**src/rtl/ucom_timer.sv**
```systemverilog
// Multi-channel interval timer: per channel, a PW-bit prescaler feeds a BW-bit down-counter
// that sets a TM flag on expiry, in one-shot or auto-reload mode.
module ucom_timer #(
  parameter int CH = 2,
  parameter int PW = 6,
  parameter int BW = 6
) (
  input  logic             clk,
  input  logic             _RESET,
  input  logic             tick,
  input  logic [CH-1:0]    load,
  input  logic [CH*BW-1:0] load_val,
  input  logic [CH-1:0]    reload,
  input  logic [CH-1:0]    run,
  input  logic [CH-1:0]    tm_clr,
  input  logic [CH-1:0]    ien,
  output logic [CH-1:0]    tm,
  output logic             irq,
  output logic [CH*BW-1:0] bcount
);

  typedef enum logic {IDLE, RUN} state_t;

  state_t        state  [CH];
  logic [PW-1:0] pcount [CH];
  logic [BW-1:0] bcnt   [CH];
  logic [BW-1:0] rval   [CH];
  logic [CH-1:0] mode;

  logic [CH-1:0] qual;
  logic [CH-1:0] wrap;
  logic [CH-1:0] expire;

  always_comb begin
    qual   = '0;
    wrap   = '0;
    expire = '0;
    for (int i = 0; i < CH; i++) begin
      qual[i]   = (state[i] == RUN) && run[i] && tick && !load[i];
      wrap[i]   = qual[i] && (&pcount[i]);
      expire[i] = wrap[i] && (bcnt[i] == '0);
    end
  end

  // Load beats expiry, and expiry beats tm_clr so a coincident event is never lost.
  always_ff @(posedge clk or negedge _RESET) begin
    if (!_RESET) begin
      for (int i = 0; i < CH; i++) begin
        state[i]  <= IDLE;
        pcount[i] <= '0;
        bcnt[i]   <= '0;
        rval[i]   <= '0;
      end
      mode <= '0;
      tm   <= '0;
    end else begin
      for (int i = 0; i < CH; i++) begin
        if (load[i]) begin
          pcount[i] <= '0;
          bcnt[i]   <= load_val[i*BW +: BW];
          rval[i]   <= load_val[i*BW +: BW];
          mode[i]   <= reload[i];
          tm[i]     <= 1'b0;
          state[i]  <= RUN;
        end else begin
          if (qual[i]) begin
            pcount[i] <= pcount[i] + PW'(1);
          end
          if (wrap[i]) begin
            if (!expire[i]) begin
              bcnt[i] <= bcnt[i] - BW'(1);
            end else if (mode[i]) begin
              bcnt[i] <= rval[i];
            end else begin
              state[i] <= IDLE;
            end
          end
          if (expire[i]) begin
            tm[i] <= 1'b1;
          end else if (tm_clr[i]) begin
            tm[i] <= 1'b0;
          end
        end
      end
    end
  end

  for (genvar g = 0; g < CH; g++) begin : g_bcount
    assign bcount[g*BW +: BW] = bcnt[g];
  end

  assign irq = |(tm & ien);

endmodule

```
**config.mk**
```make
export PLATFORM = sky130hd
export DESIGN_NAME = ucom_timer
export DESIGN_NICKNAME = d
export VERILOG_FILES = /design/src/rtl/ucom_timer.sv
export SDC_FILE = /design/constraint.sdc
export NUM_CORES = 1
export LEC_CHECK = 0
export CAP_MARGIN = 20
export CELL_PAD_IN_SITES_DETAIL_PLACEMENT = 0
export CELL_PAD_IN_SITES_GLOBAL_PLACEMENT = 2
export CORE_MARGIN = 2
export CORE_UTILIZATION = 34
export DETAILED_ROUTE_END_ITERATION = 8
export GPL_TIMING_DRIVEN = 0
export PLACE_DENSITY = 0.88
export SYNTH_ARGS = -nofsm -noshare
export SYNTH_HDL_FRONTEND = slang
export SYNTH_SLANG_ARGS = --single-unit
```
**constraint.sdc**
```tcl
create_clock -name clk -period 5.6 [get_ports clk]
set_input_delay 0.56 -clock clk [delete_from_list [all_inputs] [get_ports clk]]
set_output_delay 0.56 -clock clk [all_outputs]
set_load 0.02 [all_outputs]
```
==> results.sh <==
export IMPL_status="finished, final reports clean"
export IMPL_max_freq_ghz=0.421
export IMPL_drtIter0Drc=105
export IMPL_final_common_cell="dfrtp_1"
export IMPL_syn_avg_cell_area_um2=9.33
export IMPL_yosys_register_bits=42
export IMPL_route_detailed_drc=0
export IMPL_start_kind="input port"
export IMPL_clock_skew_ns=0.0102
export IMPL_htreeDepth=2
export IMPL_fin_nets=316
export IMPL_dr_pass1_iters=4
export IMPL_drtAntennaViolNets=0
export IMPL_core_area_um2=6350
export IMPL_row_count=29
export IMPL_hold_violations=0
export IMPL_clk_pin_slew_worst_paths_ns=0.09
export IMPL_port_buffers=39
export IMPL_yosysWarnings=0
export IMPL_clockRootBuffer="clkbuf_8"
export IMPL_n_antenna_cell=0
export IMPL_min_period_ns=2.38
export IMPL_initial_core_util_pct=35.0
export IMPL_worstReg2RegEnd="bcount[7]"
export IMPL_cts_made_buffers=5
export IMPL_worst_slack_ns=3.22
export IMPL_leakage_nw=1.16
export IMPL_antenna_found_initial=0
export IMPL_synth_flop_cell="dfrtp_1"
export IMPL_fin_total_pwr_mw=0.702
export IMPL_grt_overflow_total=0
export IMPL_viasPerCell=5.19
export IMPL_worstRegToRegCells=6
export IMPL_track_usage_pct=15.2
export IMPL_rrSetupSlack_ns=3.54
export IMPL_postCtsSetupRepairBufs=0
export IMPL_die_area_um2=7190
export IMPL_critPathTopFamily="simple AND/OR/NAND/NOR gates"
export IMPL_ctsHoldBuffers=0
export IMPL_first_global_vias=1827
export IMPL_peakVddDrop_mv=0.128
export IMPL_drive_above_1_share_pct=9.09
export IMPL_area_growth_pct=26.7
export IMPL_cp_max_fo=7
export IMPL_synth_edf_count=0
export IMPL_grt_first_pass_wirelength_um=8830
export IMPL_syn_inst=238
export IMPL_wl_per_cell_um=13.9
export IMPL_dp_slack_ns=2.94
export IMPL_cp_end_kind="register"
export IMPL_die_h_um=84.8
export IMPL_worst_path_max_delay_cell="clkdlybuf4s50_1"
export IMPL_drv_slew=0
export IMPL_ctsResizeCount=0
export IMPL_mostFrequentLayoutCells="42 x dfrtp_1, 38 x clkdlybuf4s50_1, 32 x nand2_1, 23 x nor2_1, 16 x a21oi_1"
export IMPL_cts_buffer_depth=2
export IMPL_crit_required_ns=5.80
export IMPL_synthArstFlopShare_pct=100
export IMPL_yosysSeqAreaShare_pct=47.4
export IMPL_synth_fp_nets=269
export IMPL_path_cells="clkdlybuf4s50_1 -> nand3_1 -> or3_1 -> clkbuf_1 -> nor3_1 -> a221oi_1 -> o32ai_1"
export IMPL_critPathMaxStageDelay_ns=0.54
export IMPL_min_delay_path_class="input port to asynchronous set/reset pin"
export IMPL_relSlewSlack_pct=54.1
export IMPL_setup_tns_final_ns=0
export IMPL_syn_cell_area_um2=2220
export IMPL_critPathBufInv=2
export IMPL_gp_congestion=0.844
export IMPL_pwr_density_cell_nw_per_um2=250
export IMPL_setup_viol=0
export IMPL_fillers=622
export IMPL_worst_setup_path_type="input port to register"
export IMPL_worst_pin_slew_ns=0.683
export IMPL_arrival_ns=2.57
export IMPL_fin_crit_sh_pct=42.4
export IMPL_vias=1884
export IMPL_grt_max_degree=34
export IMPL_routed_wl_um=5060
export IMPL_clk_latency_ns=0.30
export IMPL_die_x_um=84.8
export IMPL_dp_hpwl_um=3690
export IMPL_cap_violations=0
export IMPL_r2r_start="bcount[8]"
export IMPL_cts_tree="done"
export IMPL_synth_cell_types=46
export IMPL_rsz0062_at_grt="false"
export IMPL_io_pins=40
export IMPL_clkSinkCount=42
[registers in the layout (all words and copies together) (netlist names)]
register / count
bcount: 12
mode: 2
pcount: 12
rval: 12
state: 2
tm: 2
[area by class of cell]
| class | count | area (um2) | area share (%) |
|---|---|---|---|
| inverters | 15 | 56.3 | 2.00 |
| well taps | 77 | 96.3 | 3.43 |
| repair buffers | 40 | 405 | 14.4 |
| clock buffers | 5 | 68.8 | 2.45 |
| multi-input cells | 173 | 1070 | 38.2 |
| plain buffers | 8 | 37.5 | 1.34 |
| clock inverters | 3 | 21.3 | 0.757 |
| flip-flops and latches | 42 | 1050 | 37.4 |
[kinds of logic (layout without fill, tap and decap cells)]
kind of cell | after synthesis | count (layout) | share of synthesized area, %
flops | 42 | 42 | 47.4
compound gates | 54 | 54 | 16.6
mux | 10 | 10 | 4.90
simple gates | 96 | 96 | 20.8
fa+ha+maj | 6 | 6 | 3.38
xor+xnor | 7 | 7 | 2.76
buf+inv | 23 | 71 | 4.23
[how the worst max path moves through the flow]
stage                          from   endpoint  slack (ns)  cells past startpoint
after floorplan           bcount[8]  bcount[7]        3.59                      6
after global placement       _RESET  bcount[6]        2.76                      1
after detailed placement       tick  bcount[4]        2.94                      7
after CTS                      tick  bcount[4]        3.25                      7
after global routing           tick  bcount[4]        3.02                      6
final                          tick  bcount[4]        3.22                      7
[report_power, final]
part           switching [mW]  internal (mW)
logic                  0.0772         0.0726
clock network           0.115         0.0878
registers              0.0235          0.326
[stage by stage]
stage          std cells  util [%]  instance area [um2]  hold WS [ns]
2_1_floorplan        238         -                 2220         0.264
3_3_place_gp         354      42.6                 2710         0.461
3_5_place_dp         355      42.9                 2720         0.449
4_1_cts              363      44.3                 2810         0.118
5_1_grt              363      44.3                 2810         0.118
6_report             363      44.3                 2810         0.113
[metal layers]
metal	up-vias	routed length, um	global-route usage (%)	part of all wire [%]
met2	39	2280	23.0	45
met3	4	192	3.05	3.8
li1	937	-	-	-
met1	904	2550	21.9	50
met5	-	0	0	0
met4	0	38	4.62	0.75
[cell usage after synthesis (all sizes together) (5+ instances only)]
| library cell | count | area (um2) |
|---|---|---|
| dfrtp | 42 | 1050 |
| nand2 | 33 | 131 |
| nor2 | 23 | 86.3 |
| a21oi | 16 | 80.1 |
| inv | 14 | 52.6 |
| o21ai | 14 | 70.1 |
| nand3 | 13 | 65.1 |
| mux2 | 7 | 78.8 |
| clkbuf | 6 | 22.5 |
| ha | 6 | 75.1 |
| nand2b | 5 | 31.3 |
| or3 | 5 | 31.3 |
| xor2 | 5 | 43.8 |
Power figures use the tool's default switching activity.
